===== src/rtl/cc_background_scroller.sv =====
// Scrolling background generator: shifts a pseudo-random obstacle/gap pattern
// through eight rows at a programmable rate until a collision freezes it.
//
// state | meaning
// IDLE  | rows, score and counter held at zero, waiting for start
// RUN   | counting clocks; a scroll happens each time the counter reaches PERIOD
// HIT   | collision seen; everything frozen until start returns to IDLE
module cc_background_scroller #(
  parameter int DATAWIDTH    = 8,  // only 8 is supported
  parameter int PERIOD_WIDTH = 24
) (
  input  logic                    CC_BACKGROUND_SCROLLER_CLOCK_50,
  input  logic                    CC_BACKGROUND_SCROLLER_RESET_InLow,
  input  logic                    CC_BACKGROUND_SCROLLER_START_InLow,
  input  logic                    CC_BACKGROUND_SCROLLER_COLLISION_InLow,
  input  logic [PERIOD_WIDTH-1:0] CC_BACKGROUND_SCROLLER_PERIOD_InBUS,
  input  logic [7:0]              CC_BACKGROUND_SCROLLER_SEED_InBUS,
  output logic [DATAWIDTH-1:0]    CC_BACKGROUND_SCROLLER_BACK_OutBUS_u0,
  output logic [DATAWIDTH-1:0]    CC_BACKGROUND_SCROLLER_BACK_OutBUS_u1,
  output logic [DATAWIDTH-1:0]    CC_BACKGROUND_SCROLLER_BACK_OutBUS_u2,
  output logic [DATAWIDTH-1:0]    CC_BACKGROUND_SCROLLER_BACK_OutBUS_u3,
  output logic [DATAWIDTH-1:0]    CC_BACKGROUND_SCROLLER_BACK_OutBUS_u4,
  output logic [DATAWIDTH-1:0]    CC_BACKGROUND_SCROLLER_BACK_OutBUS_u5,
  output logic [DATAWIDTH-1:0]    CC_BACKGROUND_SCROLLER_BACK_OutBUS_u6,
  output logic [DATAWIDTH-1:0]    CC_BACKGROUND_SCROLLER_BACK_OutBUS_u7,
  output logic                    CC_BACKGROUND_SCROLLER_SCROLL_OutHigh,
  output logic [1:0]              CC_BACKGROUND_SCROLLER_STATE_OutBUS,
  output logic [7:0]              CC_BACKGROUND_SCROLLER_SCORE_OutBUS
);

  typedef enum logic [1:0] {
    ST_IDLE = 2'b00,
    ST_RUN  = 2'b01,
    ST_HIT  = 2'b10
  } state_t;

  state_t                        state_q, state_d;
  logic [PERIOD_WIDTH-1:0]       cnt_q, cnt_d;
  logic [7:0]                    lfsr_q, lfsr_d;
  logic [7:0]                    score_q, score_d;
  logic [7:0][DATAWIDTH-1:0]     rows_q, rows_d;
  logic                          scroll_q, scroll_d;

  logic                          start;
  logic                          collision;
  logic                          scroll_due;
  logic [DATAWIDTH-1:0]          new_row;
  logic [7:0]                    lfsr_next;

  assign start      = ~CC_BACKGROUND_SCROLLER_START_InLow;
  assign collision  = ~CC_BACKGROUND_SCROLLER_COLLISION_InLow;
  // >= rather than == so a PERIOD lowered below the running count fires at once
  assign scroll_due = (cnt_q >= CC_BACKGROUND_SCROLLER_PERIOD_InBUS);
  assign new_row    = score_q[0] ? '0 : (DATAWIDTH'(1) << lfsr_q[2:0]);
  assign lfsr_next  = {lfsr_q[6:0], lfsr_q[7] ^ lfsr_q[5] ^ lfsr_q[4] ^ lfsr_q[3]};

  always_ff @(posedge CC_BACKGROUND_SCROLLER_CLOCK_50 or negedge CC_BACKGROUND_SCROLLER_RESET_InLow) begin
    if (!CC_BACKGROUND_SCROLLER_RESET_InLow) begin
      state_q  <= ST_IDLE;
      cnt_q    <= '0;
      lfsr_q   <= 8'h01;
      score_q  <= 8'h00;
      rows_q   <= '0;
      scroll_q <= 1'b0;
    end else begin
      state_q  <= state_d;
      cnt_q    <= cnt_d;
      lfsr_q   <= lfsr_d;
      score_q  <= score_d;
      rows_q   <= rows_d;
      scroll_q <= scroll_d;
    end
  end

  always_comb begin
    state_d  = state_q;
    cnt_d    = cnt_q;
    lfsr_d   = lfsr_q;
    score_d  = score_q;
    rows_d   = rows_q;
    scroll_d = 1'b0;
    case (state_q)
      ST_IDLE: begin
        rows_d  = '0;
        cnt_d   = '0;
        score_d = 8'h00;
        if (start) begin
          state_d = ST_RUN;
          lfsr_d  = (CC_BACKGROUND_SCROLLER_SEED_InBUS == 8'h00) ? 8'h01
                                                                  : CC_BACKGROUND_SCROLLER_SEED_InBUS;
        end
      end
      ST_RUN: begin
        if (collision) begin
          // collision wins over a due scroll: nothing moves on this edge
          state_d = ST_HIT;
        end else if (scroll_due) begin
          rows_d   = {rows_q[6:0], new_row};
          score_d  = (score_q == 8'hFF) ? score_q : score_q + 8'd1;
          lfsr_d   = lfsr_next;
          cnt_d    = '0;
          scroll_d = 1'b1;
        end else begin
          cnt_d = cnt_q + PERIOD_WIDTH'(1);
        end
      end
      ST_HIT: begin
        if (start) begin
          state_d = ST_IDLE;
          rows_d  = '0;
          cnt_d   = '0;
          score_d = 8'h00;
        end
      end
      default: begin
        state_d = ST_IDLE;
        rows_d  = '0;
        cnt_d   = '0;
        score_d = 8'h00;
      end
    endcase
  end

  assign CC_BACKGROUND_SCROLLER_BACK_OutBUS_u0   = rows_q[0];
  assign CC_BACKGROUND_SCROLLER_BACK_OutBUS_u1   = rows_q[1];
  assign CC_BACKGROUND_SCROLLER_BACK_OutBUS_u2   = rows_q[2];
  assign CC_BACKGROUND_SCROLLER_BACK_OutBUS_u3   = rows_q[3];
  assign CC_BACKGROUND_SCROLLER_BACK_OutBUS_u4   = rows_q[4];
  assign CC_BACKGROUND_SCROLLER_BACK_OutBUS_u5   = rows_q[5];
  assign CC_BACKGROUND_SCROLLER_BACK_OutBUS_u6   = rows_q[6];
  assign CC_BACKGROUND_SCROLLER_BACK_OutBUS_u7   = rows_q[7];
  assign CC_BACKGROUND_SCROLLER_SCROLL_OutHigh   = scroll_q;
  assign CC_BACKGROUND_SCROLLER_STATE_OutBUS     = state_q;
  assign CC_BACKGROUND_SCROLLER_SCORE_OutBUS     = score_q;

endmodule


===== config.mk =====
export PLATFORM = sky130hd
export DESIGN_NAME = cc_background_scroller
export DESIGN_NICKNAME = d
export VERILOG_FILES = /design/src/rtl/cc_background_scroller.sv
export SDC_FILE = /design/constraint.sdc
export NUM_CORES = 1
export LEC_CHECK = 0
export ABC_CLOCK_PERIOD_IN_PS = 3150
export CAP_MARGIN = 15
export CELL_PAD_IN_SITES_DETAIL_PLACEMENT = 0
export CELL_PAD_IN_SITES_GLOBAL_PLACEMENT = 1
export CORE_MARGIN = 1
export CORE_UTILIZATION = 35
export CTS_CLUSTER_DIAMETER = 100
export DETAILED_ROUTE_END_ITERATION = 8
export DONT_BUFFER_PORTS = 1
export PLACE_DENSITY_LB_ADDON = 0.1
export SYNTH_ARGS = -nofsm -noshare
export SYNTH_HDL_FRONTEND = slang
export SYNTH_SLANG_ARGS = --single-unit

===== constraint.sdc =====
create_clock -name CC_BACKGROUND_SCROLLER_CLOCK_50 -period 3.15 [get_ports CC_BACKGROUND_SCROLLER_CLOCK_50]
set_input_delay 0.63 -clock CC_BACKGROUND_SCROLLER_CLOCK_50 [delete_from_list [all_inputs] [get_ports CC_BACKGROUND_SCROLLER_CLOCK_50]]
set_output_delay 0.63 -clock CC_BACKGROUND_SCROLLER_CLOCK_50 [all_outputs]
set_load 0.01 [all_outputs]

; ---- Word-level counts from Yosys, hierarchy flattened
; Cells that the tools add are included.
[op_classes]
bitwise_logic = 3
order_cmp = 1
reduce_logical = 8
n_shift = 1
addsub = 2
n_mux = 26
eq_ne = 9
[op_table]
columns = operator, count
row1 = two-way mux 64 bit, 3
row2 = case mux 64 bit (2 select lines), 1
row3 = two-way mux 24 bit, 3
row4 = two-way mux 8 bit, 9
row5 = case mux 24 bit (2 select lines), 1
row6 = case mux 8 bit (2 select lines), 2
row7 = "adder 24 x 1 -> 24 bit, second input constant", 1
row8 = greater-or-equal comparator 24 bit, 1
row9 = "!= test 2 bit, second input constant", 6
row10 = "adder 8 x 1 -> 8 bit, second input constant", 1
row11 = "equality test 8 bit, second input constant", 1
row12 = zero test 8 bit, 1
row13 = AND reduction 4 bit, 2
row14 = "<< shifter 1 x 3 -> 8 bit, first input constant", 1
row15 = two-way mux 2 bit, 3
row16 = case mux 2 bit (3 select lines), 1
row17 = AND reduction 3 bit, 2
row18 = two-way mux 1 bit, 3
row19 = bitwise XOR 1 bit, 3
row20 = "equality test 2 x 1 -> 1 bit, second input constant", 1
row21 = "equality test 2 bit, second input constant", 1
row22 = zero test 2 bit, 1
row23 = AND reduction 2 bit, 1
row24 = nonzero test 2 bit, 1
[word_totals]
elab_cells = 63
regBits = 107
output_inout_bits = 75
inputBits = 36

; ---- Longest topological paths before layout
[logic_depth]
depth_word = 6
ltp_mapped = 11

; ---- Worst setup path after synthesis
; Ideal clock, no wire load.
[synth_timing]
path_type = input port to flip-flop
startpoint = input port CC_BACKGROUND_SCROLLER_PERIOD_InBUS[23]
endpoint = register lfsr_q[1]
path_slack_ns = 0.407
path_buffers = 1
stages = 9
arrival_time_ns = 2.619
cell_sequence = inv_1 > ha_1 > nand4_2 > nor4_4 > nand2_1 > and4b_1 > buf_6 > a311oi_4 > mux2_2
[synth_via]
elab_chain_len = 3
[synth_lines]
columns = item, line
row1 = start: declaration, 16  ; input logic [PERIOD_WIDTH-1:0] CC_BACKGROUND_SCROLLER_PERIOD_InBUS,
row2 = greater-or-equal comparator 24 bit, 53  ; assign scroll_due = (cnt_q >= CC_BACKGROUND_SCROLLER_PERIOD_InBUS);
row3 = != test 2 bit (no line), --
row4 = AND reduction 4 bit (no line), --
row5 = end signal: assignment, 68  ; lfsr_q <= lfsr_d;
row6 = end: declaration, 39  ; logic [7:0] lfsr_q, lfsr_d;
; Every way passes these cells.
; A chain may end at the register's enable or synchronous reset.

; ---- Worst setup path after layout
[layout_timing]
startpoint = register cnt_q[19]
endpoint = register lfsr_q[6]
[layout_via]
elab_chain_len = 3
[layout_lines]
columns = item, line
row1 = start: declaration, 38  ; logic [PERIOD_WIDTH-1:0] cnt_q, cnt_d;
row2 = start signal: assignment, 67  ; cnt_q <= cnt_d;
row3 = greater-or-equal comparator 24 bit, 53
row4 = != test 2 bit (no line), --
row5 = AND reduction 4 bit (no line), --
; Every way passes these cells.

==> impl_metrics.tcl <==
set metrics [dict create \
    peakVddDrop_v 0.000361 \
    drc 0 \
    vias 3742 \
    grt_pass1_vias 3888 \
    drv_cap 0 \
    period_needed_ns 2.70 \
    start_kind "register" \
    postCtsSetupBuffers 0 \
    synth_nets 538 \
    r2r_end "lfsr_q[6]" \
    yosys_warnings 0 \
    dr.pass1.iters 4 \
    dpl-instance-area_sq_mm 0.00554 \
    cts_tree "built" \
    synthAdderAreaFrac_pct 6.21 \
    fin_skew_ns 0.00896 \
    leakage_nw 2.76 \
    grt_use_total_pct 17.5 \
    clk_pin_slew_ns 0.08 \
    htree_levels 3 \
    ys_seq_area_share_pct 51.2 \
    ios 111 \
    r2r_cells 8 \
    area.growth.synth_to_final_pct 11.5 \
    cts_inserted_buffers 9 \
    cp_num_buf_inv 1 \
    grt_max_degree 107 \
    postCtsResizedCells 0 \
    synth_flop_cell "dfrtp_1" \
    outcome "finished, final reports clean" \
    hp-class "in2async" \
    die-height_um 124 \
    criticalPathCategory "reg2reg" \
    layout-drive-gt1-share_pct 10.2 \
    design_area_sq_mm 0.00584 \
    portBuffers 0 \
    gp_congestion 0.736 \
    place_inst 658 \
    muxShareOfSynthArea_pct 2.27 \
    worst_slew_pin_slew_ns 0.823 \
    finalNonFillerCells 674 \
    finalSetupTns_ns 0 \
    drtAntennaViolNets 0 \
    max_freq_ghz 0.370 \
    powerDensity_mw_per_mm2 650 \
    fin_crit_sh_pct 85.7 \
    dpl.hpwl_um 8980 \
    timing_hold_violations_final 0 \
    finalWirelength_um 12800 \
    n_fill_cell 1419 \
    r2r-start "cnt_q[19]" \
    grt_pass1_wl_um 21400 \
    cpPeakStageDelay_ns 0.43 \
    routed_via_density 5.55 \
    timing.final.max_slew_violations 0 \
    synthArstFlopShare_pct 100 \
    syn_area_per_cell_sq_um 11.0 \
    start_util_pct 35.9 \
    avgRoutedWirePerCell_um 19.1 \
    antenna_found_initial 0 \
    clk_latency_ns 0.35 \
    core.rowCount 44 \
    drt_iter0_markers 216 \
    ys_seq_elements 107 \
    diodes 0 \
    overflow 0 \
    rsz0062_at_grt "no" \
    synth_edf_count 0 \
    synth_top_family_by_area "compound AO/OA/AOI/OAI gates" \
    setup_viol_count_final 0 \
    holdBufCountCts 1 \
    synthDistinctLibCells 59 \
    r2r_slack_ns 0.45 \
    cts_buffer_depth 2 \
    path_delay_family "simple AND/OR/NAND/NOR gates" \
    coreArea_sq_mm 0.0146 \
    synth-simple-area-share_pct 13.1 \
    crit_path_end_kind "register" \
    worstPathMaxFanout 8 \
    nets 548 \
    cpMaxStageDelayCell "dfrtp_1" \
    cts_sinks 107 \
    synth_cells 476 \
    synth_compound_gate_area_share_pct 20.0 \
    post_synth_xor_area_fraction_pct 3.01 \
    synth_area_sq_mm 0.00524 \
    worstPathArrival_ns 2.94 \
    slew-limit-headroom_pct 44.7 \
    cts_root_buffer "clkbuf_16" \
    power_mw 3.79 \
    dieArea_sq_mm 0.0155 \
    crit_required_ns 3.39 \
    crit_start "cnt_q[19]" \
    die_x_um 124 \
    worstPathCellList "ha_1 -> nand4_1 -> nor4_4 -> and4_1 -> nand2_1 -> a311oi_4 -> buf_4 -> mux2_2" \
    hold_slack_ns 0.117 \
]
## layout by cell type (no fill, tap or decap), types with 7 or more instances in the layout
cell type  count
a21oi_1       18
a22o_1        57
a32o_1         9
and3_1         9
buf_4         16
clkbuf_16      9
dfrtp_1      106
ha_1          26
inv_1         31
mux2_2         7
nand2_1       42
nand2b_1       7
nand3_1       15
nor2_1        30
o21ai_0       11
xnor2_1        9
xor2_1         9
## area by class of cell
class / instances / area [sq um] / area share, %
flip-flops and latches: 107 / 2680 / 45.9
clock buffers: 9 / 225 / 3.86
repair buffers: 19 / 188 / 3.21
multi-input cells: 318 / 2350 / 40.3
clock inverters: 6 / 48.8 / 0.836
inverters: 31 / 116 / 1.99
well taps: 184 / 230 / 3.94
## per-layer routing
metal  share of wire, %  up-vias  track usage [%]
met5                  0        -                0
met4                1.3        0             5.53
met3                4.3       10             4.34
met2                 49       79             29.2
met1                 46     1882             22.2
li1                   -     1771                -
## worst max path at each step
stage | end | cells past startpoint
finish | lfsr_q[6] | 8
global route | CC_BACKGROUND_SCROLLER_BACK_OutBUS_u3[4] | 9
CTS | lfsr_q[6] | 8
detailed placement | lfsr_q[4] | 9
global placement | lfsr_q[4] | 9
floorplan | lfsr_q[1] | 9
## state kept, by name (all words and copies together), names as in the netlist
name / flops
CC_BACKGROUND_SCROLLER_BACK_OutBUS_u4: 8
cnt_q: 24
CC_BACKGROUND_SCROLLER_BACK_OutBUS_u7: 8
CC_BACKGROUND_SCROLLER_BACK_OutBUS_u3: 8
CC_BACKGROUND_SCROLLER_BACK_OutBUS_u5: 8
lfsr_q: 8
CC_BACKGROUND_SCROLLER_SCORE_OutBUS: 8
CC_BACKGROUND_SCROLLER_STATE_OutBUS: 2
CC_BACKGROUND_SCROLLER_BACK_OutBUS_u2: 8
CC_BACKGROUND_SCROLLER_BACK_OutBUS_u6: 8
CC_BACKGROUND_SCROLLER_BACK_OutBUS_u0: 8
CC_BACKGROUND_SCROLLER_BACK_OutBUS_u1: 8
CC_BACKGROUND_SCROLLER_SCROLL_OutHigh: 1
## per-stage QoR
stage / utilization [%] / worst slack [ns]
2_1_floorplan: - / 0.407
3_3_place_gp: 38.0 / 0.268
3_5_place_dp: 38.0 / 0.214
4_1_cts: 40.0 / 0.418
5_1_grt: 40.0 / 0.221
6_report: 40.0 / 0.449
## synth_stat cells (4+ instances only)
cell	n	area (sq um)
nand4_1	6	37.5
nor2_1	30	113
ha_1	26	325
mux2_2	7	78.8
o21ai_0	11	55.1
and3_1	9	56.3
nand2b_1	7	43.8
clkbuf_1	5	18.8
mux2i_1	4	40.0
dfrtp_1	106	2650
a21oi_1	18	90.1
a22o_1	57	499
xnor2_1	9	78.8
nor4_1	4	25.0
a32o_1	9	90.1
xor2_1	9	78.8
nand2_1	42	158
o31ai_1	6	45.0
buf_2	10	50.1
and2_1	4	25.0
nand3_1	15	75.1
inv_1	31	116
## report_power, final
group          internal, mW  total (mW)  switching, mW  leakage [nW]
logic                 0.416        1.10          0.684          1.16
clock network         0.541        1.07          0.530         0.130
registers              1.48        1.62          0.141          1.47
## cells by family (layout without fill, tap and decap cells)
family,after synthesis,after routing
AO/OA/AOI/OAI,129,129
XOR/XNOR,18,18
adder cells (fa/ha/maj),26,26
buffers and inverters,51,65
flip-flops,107,107
multiplexers,11,11
AND/OR/NAND/NOR,134,134
(Power assumes the default switching activity.)
